**src/rtl/router_pkt_tx.sv**
```systemverilog
// Packet transmitter: buffers a host payload, then sends header, payload and parity to the router.
// Optional build macro PKT_TX_ERR_INJECT_EN adds the inj_err port, which sends an inverted parity byte.
module router_pkt_tx (
  input  logic       clock,
  input  logic       reset,
  input  logic       start,
  input  logic [1:0] dest_addr,
  input  logic [5:0] pay_len,
  input  logic [7:0] src_data,
  input  logic       src_valid,
  output logic       src_ready,
  input  logic       busy,
  input  logic       error,
`ifdef PKT_TX_ERR_INJECT_EN
  input  logic       inj_err,
`endif
  output logic [7:0] data_out,
  output logic       pkt_valid,
  output logic       tx_busy,
  output logic       done,
  output logic       start_err,
  output logic [7:0] err_cnt
);

  localparam int DATA_W = 8;

  typedef enum logic [2:0] {IDLE, LOAD, HEADER, PAYLOAD, PARITY, GAP} state_t;

  state_t                    state;
  logic        [1:0]         addr_q;
  logic        [5:0]         len_q;
  logic        [5:0]         wr_ptr;
  logic        [5:0]         rd_ptr;
  logic        [DATA_W-1:0]  parity;
  logic        [DATA_W-1:0]  pay_buf [64];
  logic                      err_prev;
  logic                      req_ok;
  logic        [DATA_W-1:0]  parity_tx;

  function automatic logic [7:0] sat_inc(input logic [7:0] v);
    return (v == 8'hFF) ? v : v + 8'd1;
  endfunction

  assign req_ok = (dest_addr != 2'd3) && (pay_len != 6'd0);

`ifdef PKT_TX_ERR_INJECT_EN
  logic inj_q;
  assign parity_tx = inj_q ? ~parity : parity;
`else
  assign parity_tx = parity;
`endif

  // Control path: state, pointers, parity accumulator, pulses and error counter
  always_ff @(posedge clock) begin
    if (reset) begin
      state     <= IDLE;
      wr_ptr    <= '0;
      rd_ptr    <= '0;
      parity    <= '0;
      err_prev  <= 1'b0;
      err_cnt   <= '0;
      done      <= 1'b0;
      start_err <= 1'b0;
    end else begin
      done      <= 1'b0;
      start_err <= 1'b0;
      err_prev  <= error;
      if (error && !err_prev)
        err_cnt <= sat_inc(err_cnt);
      case (state)
        IDLE: if (start) begin
          if (!req_ok) begin
            start_err <= 1'b1;
          end else begin
            parity <= {pay_len, dest_addr};
            wr_ptr <= '0;
            rd_ptr <= '0;
            state  <= LOAD;
          end
        end
        LOAD: if (src_valid) begin
          wr_ptr <= wr_ptr + 6'd1;
          parity <= parity ^ src_data;
          if (wr_ptr == len_q - 6'd1)
            state <= HEADER;
        end
        HEADER: if (!busy) begin
          rd_ptr <= '0;
          state  <= PAYLOAD;
        end
        PAYLOAD: if (!busy) begin
          if (rd_ptr == len_q - 6'd1)
            state <= PARITY;
          else
            rd_ptr <= rd_ptr + 6'd1;
        end
        PARITY: if (!busy) begin
          done  <= 1'b1;
          state <= GAP;
        end
        GAP:     state <= IDLE;
        default: state <= IDLE;
      endcase
    end
  end

  // Data path: request fields and payload buffer carry no reset
  always_ff @(posedge clock) begin
    if (state == IDLE && start && req_ok) begin
      addr_q <= dest_addr;
      len_q  <= pay_len;
`ifdef PKT_TX_ERR_INJECT_EN
      inj_q  <= inj_err;
`endif
    end
    if (state == LOAD && src_valid)
      pay_buf[wr_ptr] <= src_data;
  end

  // Output decode depends only on registered state, never on busy or error
  assign src_ready = (state == LOAD);
  assign tx_busy   = (state != IDLE);

  always_comb begin
    data_out  = '0;
    pkt_valid = 1'b0;
    case (state)
      HEADER: begin
        data_out  = {len_q, addr_q};
        pkt_valid = 1'b1;
      end
      PAYLOAD: begin
        data_out  = pay_buf[rd_ptr];
        pkt_valid = 1'b1;
      end
      PARITY:  data_out = parity_tx;
      default: ;
    endcase
  end

endmodule

```
**config.mk**
```make
export PLATFORM = sky130hd
export DESIGN_NAME = router_pkt_tx
export DESIGN_NICKNAME = d
export VERILOG_FILES = /design/src/rtl/router_pkt_tx.sv
export SDC_FILE = /design/constraint.sdc
export NUM_CORES = 1
export LEC_CHECK = 0
export CORE_UTILIZATION = 55
export DETAILED_ROUTE_END_ITERATION = 16
export PLACE_DENSITY_LB_ADDON = 0.3
export SYNTH_ARGS = -nofsm -noshare
export SYNTH_HDL_FRONTEND = slang
export SYNTH_SLANG_ARGS = --single-unit
export TNS_END_PERCENT = 30
```
**constraint.sdc**
```tcl
create_clock -name clock -period 4.4 [get_ports clock]
set_clock_uncertainty 0.2 [all_clocks]
set_input_delay 0.88 -clock clock [delete_from_list [all_inputs] [get_ports clock]]
set_output_delay 0.88 -clock clock [all_outputs]
set_load 0.01 [all_outputs]
```
### Word-level counts from Yosys, hierarchy flattened

Memory sizes are Yosys's and may differ from the RTL's. A register that Yosys moved wholly into a read port is not among the register bits.
Index checks and enable logic that the tools add are counted.

| storage, ports and cells | value |
|---|---|
| memories kept | 1 |
| bits in registers | 42 |
| word-level logic and storage cells | 84 |
| bits in writable memories | 512 |
| input bits | 22 |

| operators by class | value |
|---|---|
| equality and inequality tests | 17 |
| $add $sub $neg | 4 |
| reduce and logical (&&, ||, !) cells | 18 |
| mux-type cells | 29 |
| bitwise operators | 5 |

Memories:

| name | words | width | read ports | clocked after Yosys merged registers in | write ports | RTL line | RTL |
|---|---|---|---|---|---|---|---|
| pay_buf | 64 | 8 | 1 | 1 | 1 | 35 | `logic [DATA_W-1:0] pay_buf [64];` |

Operators by type and width:

| cell | count |
|---|---|
| $mux 6 | 8 |
| $mux 3 | 8 |
| $mux 8 | 3 |
| $pmux 8 s3 | 1 |
| $ne 2x2->1 const B | 9 |
| $pmux 6 s3 | 1 |
| $pmux 8 s2 | 1 |
| $pmux 3 s5 | 1 |
| $add 6x1->6 const B | 2 |
| $eq 6x6->1 | 2 |
| $pmux 6 s2 | 1 |
| $add 8x1->8 const B | 1 |
| $eq 8x8->1 const B | 1 |
| $reduce_and 8->1 | 1 |
| $xor 8x8->8 | 1 |
| $eq 3x2->1 const B | 2 |
| $reduce_and 6->1 | 1 |
| $reduce_bool 3->1 | 2 |
| $reduce_bool 6->1 | 1 |
| $sub 6x1->6 const B | 1 |
| $logic_and 1x1->1 | 5 |
| $mux 1 | 5 |
| $not 1->1 | 4 |
| $reduce_and 4->1 | 1 |
| other kinds (9) | 10 |

### Logic depth before layout (Yosys ltp)

Gate-level depths: netlist of run 1.

| logic depth | value |
|---|---|
| word-level depth | 7 |
| depth in mapped cells | 10 |
| gate-level depth less buffers | 9 |

### Worst setup path after synthesis of run 1

No wires, ideal clock.

| timing | value |
|---|---|
| path type | register to output |
| from | register with a tool-made name |
| to | output port data_out[0] |
| stages on the path, launching flop included | 8 |
| arrival | 2277 ps |
| path buffers | 3 |
| path slack | 1043 ps |
| cells stage by stage | dfxtp_1 buf_2 buf_2 buf_1 mux4_2 mux4_2 o2111ai_1 o221ai_1 |

RTL lines:

| element | RTL line | RTL |
|---|---|---|
| end, declared | 17 | `output logic [7:0] data_out,` |

==> results of run 1 <==
## stage by stage
step	std cells	hold WS [ps]	area (sq um)
after detailed placement	1776	311	24000
after global routing	1887	351	26000
after global placement	1776	293	24000
after CTS	1885	322	25900
after floorplan	1165	279	22400
final	1887	321	26000
## flip-flops by register name, summed over array words and instances, names as in the netlist, named ones only
register / count
state: 3
addr_q: 2
err_cnt: 8
pay_buf: 512
parity: 8
len_q: 6
done: 1
wr_ptr: 6
start_err: 1
err_prev: 1
rd_ptr: 6
## power by group
part	total, mW	switching (mW)	internal (mW)
clock network	4.48	1.91	2.57
logic	0.286	0.201	0.0856
registers	5.86	0.0218	5.84
## cell type report
| class | count | area share [%] |
|---|---|---|
| multi-input cells | 532 | 22.1 |
| well taps | 525 | 2.53 |
| repair buffers | 162 | 5.54 |
| flip-flops and latches | 560 | 63.2 |
| clock buffers | 72 | 5.62 |
| inverters | 8 | 0.115 |
| clock inverters | 28 | 0.962 |
## final timing paths
| path | from | endpoint | slack [ps] | cells after the start |
|---|---|---|---|---|
| worst max-delay path | register | data_out[1] | -40 | 9 |
| worst min-delay path | rd_ptr[5] | rd_ptr[5] | 320 | 2 |
| worst max register to register | state[0] | pay_buf[16][0] | 630 | 8 |
| worst min register to register | rd_ptr[5] | rd_ptr[5] | 320 | 2 |
## routing by layer
metal  GRT usage [%]  vias up
met5               0        -
met4            11.0        0
met3            5.68       99
met2            39.6      626
met1            36.5     6203
li1                -     5058
## Yosys cell counts (7+ instances only)
library cell,n
clkbuf_1,23
buf_1,8
nor2_1,108
mux4_2,147
buf_2,24
inv_1,7
edfxtp_1,520
xnor2_1,7
nand2_1,32
dfxtp_1,40
buf_4,7
nor3b_1,11
nand3_1,14
nor2b_1,15
a21oi_1,37
a211oi_1,7
xor2_1,13
mux2i_1,27
a22oi_1,9
o21ai_0,23
## cell families (layout without fill, tap and decap cells)
family | count (synthesis) | in the layout
xor+xnor | 22 | 22
compound gates | 105 | 105
fa+ha+maj | 4 | 4
mux | 177 | 177
flops | 560 | 560
buf+inv | 73 | 270
simple gates | 224 | 224
## critical path: cells and delay by family, from the launching register on
kind,cells,cell delay [ps]
buffers and inverters,3,590
DFF,1,400
and+or+nand+nor,1,360
AOI/OAI and AO/OA,3,540
muxes,2,860
## repair_timing
item,in CTS,in global routing
resized for setup,22,22
pin swaps,1,1
buffers inserted,9,1
gates cloned,0,1
setup endpoints to repair,8,6
==> flow_metrics.tcl, run 1 <==
set metrics [dict create \
    slowest_stage "mux4_2" \
    ctsHoldBuffers 0 \
    rsz0062_at_grt "yes" \
    coreArea_sq_um 40000 \
    startpoint_type "register" \
    grt_max_degree 55 \
    slew_viol_final 0 \
    synthArstFlopShare_pct 0 \
    synth_area_leaders "edfxtp_1 (70%), mux4_2 (15%), dfxtp_1 (3.6%), nor2_1 (1.8%), mux2i_1 (1.2%)" \
    ant_nets 0 \
    syn-num-nets 1191 \
    clock.fmax_mhz 225 \
    cts_max_level 2 \
    leakage_nw 8.19 \
    setup_tns_ps -42.4 \
    fin_crit_ps 4440 \
    firstDrtPassIters 5 \
    synth_area_per_cell_sq_um 19.2 \
    viasPerCell 6.35 \
    syn2layout_area_growth_pct 16.0 \
    cp_cell_sequence "buf_12, buf_4, mux4_2, mux2i_1, a21oi_1, o21ai_0, o21ai_0, or3_1, dlygate4sd2_1" \
    wl_per_cell_microns 28.0 \
    finalPower_mw 10.6 \
    rows 73 \
    route.vias.total 11986 \
    cts_buffers 55 \
    final_common_cell "edfxtp_1" \
    cp.required_ps 3320 \
    ys_types 56 \
    antenna_found_initial 0 \
    drc_errors 0 \
    grt-ovfl-total 0 \
    clock_latency_ps 600 \
    netlist.area_leader.share_pct 69.6 \
    synth_compound_area_share_pct 3.02 \
    powerDensity_nw_per_um2 408 \
    final_nets 1345 \
    die_area_sq_um 41600 \
    period_share_pct 101 \
    ioPinCount 43 \
    port_buffers 42 \
    ir_drop_uv 247 \
    finalSetupViolations 1 \
    n_fill_cell 2601 \
    wl_met2_microns 24900 \
    dp_slack_ps 197 \
    die_h_microns 204 \
    clockBufferDepth 3 \
    die_w_microns 204 \
    cpPeakStageDelay_ps 500 \
    dp.final_hpwl_microns 33100 \
    status "finished, violations left" \
    path_clk_slew_ps 60 \
    final-hold-violation-count 0 \
    violations "negative setup slack" \
    wl_met3_microns 5150 \
    multi_input_comb_area_sq_um 5740 \
    path_class "reg2out" \
    final_cell_mix "edfxtp_1 (520), mux4_2 (147), nor2_1 (108), buf_4 (107), clkbuf_16 (57)" \
    track_usage_pct 26.0 \
    synth_xor_area_share_pct 0.982 \
    synth_area_sq_um 22400 \
    synth_top_family_by_area "multiplexers" \
    arrival_ps 3360 \
    max-slew-margin-rel_pct 24.4 \
    grt_pass1_vias 11922 \
    synth_edf_count 520 \
    crit_fanout 4 \
    wl_microns 52900 \
    drtIter0Drc 1412 \
    clock_tree.root_cell "clkbuf_16" \
    tritoncts "done" \
    routed.top_layer "met4" \
    synth_mux_area_share_pct 16.1 \
    postSynthCellCount 1165 \
    grt_first_pass_wirelength_microns 77300 \
    drt-met1-wl_microns 20800 \
    cp_common_cell "o21ai_0" \
    drive_gt1_share_pct 28.0 \
    hold_path_class "reg2reg" \
    diodes 0 \
    synth-seq-cells 560 \
    clock_sinks 560 \
    synthAdderAreaFrac_pct 0.223 \
    ys_seq_area_share_pct 73.2 \
    start_util_pct 56.0 \
    gp_congestion 0.870 \
    synth-main-ff-cell "edfxtp_1" \
    yosysWarnings 0 \
    post-route-util_pct 65.0 \
    worstMarginPinSlew_ps 1130 \
    end_kind "primary output" \
    ff_latch_area_sq_um 16400 \
    yosysTopAreaCell "edfxtp_1" \
    setup_ws_ps -42.4 \
    synth-simple-area-share_pct 4.83 \
    max_cap_violations 0 \
]
(Power assumes the default switching activity.)
==> run 2, diff against run 1 <==
Settings changed: CAP_MARGIN set to 20.
==> run 2 against run 1 <==
  * The run still ends with negative setup slack left
  * Register-to-register slack about the same
  * Setup slack better by 13 ps
  * Die area unchanged
  * Critical path type unchanged
  * Largest power group unchanged
==> flow_metrics.tcl, run 2 (synthesis results as in run 1) <==
set metrics [dict create \
    clock_sinks 560 \
    cpPeakStageDelay_ps 500 \
    switching_share_pct 20.1 \
    drive_gt1_share_pct 28.1 \
    end_kind "primary output" \
    rr_worst_depth 8 \
    viasPerCell 6.38 \
    dp.final_hpwl_microns 33100 \
    ant_nets 0 \
    powerDensity_nw_per_um2 408 \
    clkPwrFrac_pct 42.2 \
    drtIter0Drc 1460 \
    drc_errors 0 \
    multi_input_comb_area_sq_um 5740 \
    wl_per_cell_microns 28.0 \
    violations "negative setup slack" \
    ff_latch_area_sq_um 16400 \
    place_inst 1776 \
    tritoncts "done" \
    leakage_nw 8.20 \
    syn2layout_area_growth_pct 16.1 \
    firstDrtPassIters 7 \
    wl_microns 52900 \
    clockBufferDepth 3 \
    clock_latency_ps 600 \
    port_buffers 42 \
    routed.top_layer "met4" \
    final_cell_mix "edfxtp_1 (520), mux4_2 (147), nor2_1 (108), buf_4 (107), clkbuf_16 (57)" \
    startpoint_type "register" \
    coreArea_sq_um 40000 \
    drt-met1-wl_microns 21000 \
    post-route-util_pct 65.1 \
    reg_top3 "pay_buf: 512 flops, err_cnt: 8 flops, parity: 8 flops" \
    largest_register_ffs 512 \
    cp.buffers_inverters 3 \
    final-hold-violation-count 0 \
    track_usage_pct 26.0 \
    start_util_pct 56.0 \
    slew_viol_final 0 \
    slowest_stage "mux4_2" \
    grt_first_pass_wirelength_microns 77300 \
    wl_met3_microns 5100 \
    cp_common_cell "o21ai_0" \
    final_nets 1346 \
    grt_pass1_vias 11922 \
    cp_cell_sequence "buf_12, buf_4, mux4_2, mux2i_1, a21oi_1, o21ai_0, o21ai_0, or3_1, dlygate4sd2_1" \
    cts_max_level 2 \
    die_w_microns 204 \
    instances_no_fill 1888 \
    power_frac_comb_pct 2.7 \
    clock_tree.root_cell "clkbuf_16" \
    cp.depth 9 \
    route.vias.total 12048 \
    gp_congestion 0.870 \
    whs_path_depth 2 \
    period_share_pct 101 \
    wl_met2_microns 24800 \
    die_h_microns 204 \
    crit_fanout 4 \
    n_fill_cell 2599 \
    top_register "pay_buf" \
    path_clk_slew_ps 60 \
    clock.fmax_mhz 226 \
    arrival_ps 3350 \
    p_sw_mw 2.14 \
    setup_tns_ps -29.2 \
    grt_max_degree 55 \
    critPathTopFamily "multiplexers" \
    max_cap_violations 0 \
    antenna_found_initial 0 \
    power_frac_seq_pct 55.1 \
    path_class "reg2out" \
    setup_ws_ps -29.2 \
    hold_path_class "reg2reg" \
    grt-ovfl-total 0 \
    die_area_sq_um 41600 \
    worstMarginPinSlew_ps 1050 \
    rows 73 \
    max-slew-margin-rel_pct 30.3 \
    ir_drop_uv 246 \
    internal-power_mw 8.49 \
    status "finished, violations left" \
    cp.required_ps 3320 \
    final_common_cell "edfxtp_1" \
    diodes 0 \
    finalSetupViolations 1 \
    fin_crit_ps 4430 \
    ctsHoldBuffers 0 \
    cts_buffers 55 \
    ioPinCount 43 \
    rsz0062_at_grt "yes" \
]
[run 2: cell count changes in the layout (fill, tap and decap cells not counted), sizes merged]
cell  before  now
buf      127  128
[run 2: final timing paths]
check                 start              to  slack (ps)
setup reg to reg   state[0]  pay_buf[16][5]         640
hold reg to reg   parity[3]       parity[3]         320
hold / removal    parity[3]       parity[3]         320
setup / recovery   register     data_out[1]         -30
[run 2: power groups by stage]
| stage | clock [mW] | combinational (mW) | sequential, mW |
|---|---|---|---|
| finish | 4.48 | 0.289 | 5.86 |
| global route | 4.72 | 0.313 | 5.86 |
| CTS | 4.53 | 0.283 | 5.86 |
| detailed placement | 0 | 0.280 | 5.97 |
| global placement | 0 | 0.268 | 5.97 |
| floorplan | 0 | 0.124 | 5.96 |
[run 2: worst min-delay path, cell delays in order, from the launching register on]
cell     delay, ps
dfxtp_1        350
a21oi_1         70
nor2_1          70
[run 2: final cells by class]
cell class	count	area share [%]
sequential	560	63.1
multi-input combinational	532	22.0
clock buffer	72	5.61
timing repair buffer	163	5.61
tap	525	2.52
clock inverter	28	0.961
inverter	8	0.115
[run 2: metal layers]
layer	vias to the layer above	track usage, %
met5	-	0
met4	0	11.0
met3	102	5.68
met2	654	39.6
met1	6230	36.5
li1	5062	-
[run 2: what timing repair did]
item / CTS / global route
hold endpoints to repair: 0 / 0
gates cloned: 0 / 1
setup buffers: 9 / 1
pin swaps: 1 / 1
gates resized for setup: 22 / 22
setup endpoints to repair: 8 / 6
[run 2: stage by stage]
| stage | cell area (sq um) | power, mW | hold WS (ps) | setup WS (ps) |
|---|---|---|---|---|
| floorplan | 22400 | 6.09 | 279 | 1040 |
| global placement | 24000 | 6.24 | 293 | 239 |
| detailed placement | 24000 | 6.25 | 311 | 197 |
| CTS | 25900 | 10.7 | 322 | -146 |
| global route | 26000 | 10.9 | 351 | -101 |
| finish | 26000 | 10.6 | 321 | -29.2 |
